$ cat src/rtl/traffic_junction_ctrl.sv
// Two-road junction sequencer with pedestrian WALK phase; main road rests in green.
// state | meaning: NS_G main green | NS_Y main yellow | AR1 clear to side | EW_G side green
//       | EW_Y side yellow | AR2 clear to main | WALK pedestrian crossing | BAD illegal code
module traffic_junction_ctrl #(
  parameter int NS_GREEN_T = 8,
  parameter int EW_GREEN_T = 6,
  parameter int YELLOW_T   = 3,
  parameter int ALLRED_T   = 2,
  parameter int WALK_T     = 5,
  parameter int TW         = 4
) (
  input  logic       clk,
  input  logic       rst,
  input  logic       tick,
  input  logic       ew_car,
  input  logic       ped_req,
  output logic [2:0] ns_color,
  output logic [2:0] ew_color,
  output logic       walk,
  output logic       ped_pending,
  output logic [2:0] phase
);

  typedef enum logic [2:0] {
    S_NS_G = 3'd0,
    S_NS_Y = 3'd1,
    S_AR1  = 3'd2,
    S_EW_G = 3'd3,
    S_EW_Y = 3'd4,
    S_AR2  = 3'd5,
    S_WALK = 3'd6,
    S_BAD  = 3'd7
  } state_t;

  localparam logic [2:0] LAMP_R = 3'b100;
  localparam logic [2:0] LAMP_G = 3'b010;
  localparam logic [2:0] LAMP_Y = 3'b001;

  localparam logic [TW-1:0] LD_NS_G  = TW'(NS_GREEN_T - 1);
  localparam logic [TW-1:0] LD_EW_G  = TW'(EW_GREEN_T - 1);
  localparam logic [TW-1:0] LD_YEL   = TW'(YELLOW_T - 1);
  localparam logic [TW-1:0] LD_ALLR  = TW'(ALLRED_T - 1);
  localparam logic [TW-1:0] LD_WALK  = TW'(WALK_T - 1);

  state_t          r_state;
  logic [TW-1:0]   r_timer;
  logic            r_ped;

  state_t          w_next;
  logic            w_expired;
  logic            w_load;
  logic [TW-1:0]   w_load_val;
  logic            w_enter_walk;

  assign w_expired    = tick && (r_timer == '0);
  assign w_load       = (w_next != r_state);
  assign w_enter_walk = (w_next == S_WALK) && (r_state != S_WALK);

  always_ff @(posedge clk) begin
    if (rst) begin
      r_state <= S_NS_G;
      r_timer <= LD_NS_G;
      r_ped   <= 1'b0;
    end else begin
      r_state <= w_next;
      if (w_load) begin
        r_timer <= w_load_val;
      end else if (tick && (r_timer != '0)) begin
        r_timer <= r_timer - TW'(1);
      end
      // Entering WALK serves the request, so the clear beats a same-edge press.
      if (w_enter_walk) begin
        r_ped <= 1'b0;
      end else if (ped_req && (r_state != S_WALK)) begin
        r_ped <= 1'b1;
      end
    end
  end

  always_comb begin
    w_next = r_state;
    case (r_state)
      S_NS_G: if (w_expired && (ew_car || r_ped)) w_next = S_NS_Y;
      S_NS_Y: if (w_expired) w_next = S_AR1;
      S_AR1:  if (w_expired) w_next = r_ped ? S_WALK : S_EW_G;
      S_WALK: if (w_expired) w_next = ew_car ? S_EW_G : S_AR2;
      S_EW_G: if (w_expired) w_next = S_EW_Y;
      S_EW_Y: if (w_expired) w_next = S_AR2;
      S_AR2:  if (w_expired) w_next = S_NS_G;
      S_BAD:  w_next = S_AR2;
      default: w_next = S_AR2;
    endcase
  end

  always_comb begin
    w_load_val = LD_ALLR;
    case (w_next)
      S_NS_G:        w_load_val = LD_NS_G;
      S_NS_Y, S_EW_Y: w_load_val = LD_YEL;
      S_EW_G:        w_load_val = LD_EW_G;
      S_WALK:        w_load_val = LD_WALK;
      default:       w_load_val = LD_ALLR;
    endcase
  end

  always_comb begin
    ns_color = LAMP_R;
    ew_color = LAMP_R;
    walk     = 1'b0;
    case (r_state)
      S_NS_G: ns_color = LAMP_G;
      S_NS_Y: ns_color = LAMP_Y;
      S_EW_G: ew_color = LAMP_G;
      S_EW_Y: ew_color = LAMP_Y;
      S_WALK: walk     = 1'b1;
      default: ;
    endcase
  end

  assign ped_pending = r_ped;
  assign phase       = r_state;

endmodule

$ cat config.mk
export PLATFORM = sky130hd
export DESIGN_NAME = traffic_junction_ctrl
export DESIGN_NICKNAME = d
export VERILOG_FILES = /design/src/rtl/traffic_junction_ctrl.sv
export SDC_FILE = /design/constraint.sdc
export NUM_CORES = 1
export LEC_CHECK = 0
export ABC_AREA = 1
export CORE_MARGIN = 2
export CORE_UTILIZATION = 49
export CTS_BUF_LIST = sky130_fd_sc_hd__clkbuf_16
export CTS_CLUSTER_DIAMETER = 100
export DETAILED_ROUTE_END_ITERATION = 8
export PLACE_DENSITY = 0.82
export SYNTH_ARGS = -nofsm -noshare
export SYNTH_HDL_FRONTEND = slang
export SYNTH_SLANG_ARGS = --single-unit
$ cat constraint.sdc
create_clock -name clk -period 2.2 [get_ports clk]
set_clock_uncertainty 0.2 [all_clocks]
set_input_delay 0.33 -clock clk [delete_from_list [all_inputs] [get_ports clk]]
set_output_delay 0.33 -clock clk [all_outputs]
set_load 0.01 [all_outputs]
==> impl_metrics.ini <==
[critical_path]
crit_type = flip-flop to output port
end_kind = output port
path_max_fanout = 12
cp.arrival_ps = 1580
required_ps = 1670
startpoint_type = flip-flop

[run_status]
status = completed

[synthesis]
synth-edff-count = 0
synthTopCellsByCount = nand2_1 (35), nand3_1 (18), inv_1 (17), nor2_1 (17), nand4_1 (9)
synthTopCellsByArea = dfxtp_1 (22%), nand2_1 (18%), nand3_1 (12%), inv_1 (8.8%), nor2_1 (8.8%)
syn-num-nets = 132
synth.most_common_cell = nand2_1
synth_top_flop_cell = dfxtp_1
yosysUniqueCellTypes = 21
yosysTopAreaCell = dfxtp_1
syn-cell-area_sq_um = 728
netlist.area_leader.share_pct = 22.0
synth_seq_cells = 8
async_reset_ff_share_pct = 0
avgSynthCellArea_sq_um = 5.83
yosys_warnings = 0
netlist_instances = 125
ys_seq_area_share_pct = 22.0

[floorplanning]
num_rows = 13
core_area_sq_um = 1350
design.portCount = 16
fp.dieW_um = 42.6
die_y_um = 42.6
die-area_sq_um = 1810
initial_core_util_pct = 53.9

[detailed_routing]
detail-route-antenna-nets = 0
firstDrtPassIters = 4
drt-met1-wl_um = 903
routedWlPerCell_um = 13.3
drtIter0Drc = 55
vias_per_cell = 5.67
wl_met2_um = 956
met3_length_um = 202
drc_errors = 0
routed-via-count = 901
highest_layer = met4
drt_wl_total_um = 2120

[clock_network]
clk_latency_ps = 230
clock_path_buffers = 2
cts_tree = built
htreeDepth = 1
cts_root_buf = clkbuf_16
hold_buffers = 0
clock-sinks = 8
cts_buffers = 3
path_clk_slew_ps = 30

[timing]
slew_headroom_pct = 80.1
setup_viol = 0
fin_crit_sh_pct = 95.8
holdWs_ps = 351
finalMaxSlewViolations = 0
fin_crit_ps = 2110
finalHoldViolCount = 0
worstMarginPinSlew_ps = 296
max_freq_mhz = 474

[layout]
final_nets = 153
final_layout_size_suffix_gt1_share_pct = 15.3
fin_util_pct = 74.5
antenna_cells = 0
syn_to_final_growth_pct = 38.1

[global_route]
antenna_found_initial = 0
grt_max_degree = 13
gr-usage-all-layers_pct = 25.1
first_global_vias = 821
grt-ovfl-total = 0
grt_first_pass_wirelength_um = 3390

[placed_design]
numPortBuffers = 15
place_congestion = 0.906
dp_hpwl_um = 1440

[power_and_ir_drop]
total_power_mw = 0.529
ir_worst_vdd_v = 0.000457
pwr_density_cell_nw_per_um2 = 526
leakage_nw = 0.511

[hold_path]
hold_path.class = flip-flop to flip-flop

[flow_run]
cap_violations = 0
==> path summary, 6_finish.rpt <==
check / from / endpoint / slack [ps] / cells past startpoint
worst min register to register: ped_pending / ped_pending / 350 / 2
worst min-delay path: ped_pending / ped_pending / 350 / 2
worst max-delay path: phase[1] / ns_color[1] / 90 / 4
worst max register to register: r_timer[2] / r_timer[0] / 150 / 12
==> where the power goes <==
group | switching [mW] | leakage [nW] | internal [mW]
registers | 0.00817 | 0.0672 | 0.153
logic | 0.0335 | 0.407 | 0.0282
clock network | 0.0724 | 0.0370 | 0.234
total | 0.114 | 0.511 | 0.415
==> sequential cells by signal, summed over array words and instances (netlist names) <==
signal,flops
ped_pending,1
phase,3
r_timer,4
==> through the flow <==
| step | setup slack [ps] | cell area (sq um) | setup TNS [ps] | instances |
|---|---|---|---|---|
| 2_1_floorplan | 347 | 728 | 0 | 125 |
| 3_3_place_gp | -47.7 | 905 | -116 | 156 |
| 3_5_place_dp | -91.9 | 905 | -227 | 156 |
| 4_1_cts | 18.5 | 981 | 0 | 159 |
| 5_1_grt | -43.1 | 1010 | -84.8 | 159 |
| 6_report | 91.4 | 1010 | 0 | 159 |
==> critical path, stage by stage (launching register included) <==
cell and delay (ps):
dfxtp_2 380, nor2_2 170, nand2_1 130, inv_1 120, clkdlybuf4s50_1 540
==> timing repair <==
item                                    CTS  global route
gates resized for setup                   1             8
endpoints found under the setup margin    2             6
endpoints found under the hold margin     0             0
buffers inserted                          0             0
cloned                                    0             0
==> final cells by class <==
class / count / area (sq um)
Multi-Input combinational cell: 97 / 509
Fill cell: 101 / 344
Timing Repair Buffer: 17 / 168
Sequential cell: 8 / 164
Clock buffer: 3 / 75.1
Inverter: 19 / 71.3
Tap cell: 15 / 18.8
==> layer usage <==
layer / global-route usage (%) / up-vias
li1: - / 451
met1: 32.6 / 388
met3: 6.47 / 8
met4: 13.1 / 0
met5: 0 / -
met2: 37.8 / 54
==> kinds of logic after synthesis <==
family | Yosys count | synth area share (%)
AOI/OAI and AO/OA | 5 | 3.61
DFF | 8 | 22.0
adders and majority gates | 2 | 3.44
xor gates and xnor gates | 1 | 1.20
and+or+nand+nor | 89 | 58.9
buffers and inverters | 20 | 10.8
==> cells in the final DEF (no fill, tap or decap), drive strengths merged <==
master         instances
nor4                   2
dlymetal6s2s           1
a31oi                  1
buf                    2
o21ai                  1
nor2                  20
nand4                  9
nand2                 38
a21oi                  3
dfxtp                  8
clkbuf                 3
clkdlybuf4s50         14
nand3                 18
nor3                   2
xnor2                  1
inv                   19
ha                     2
Power figures use the tool's default switching activity.
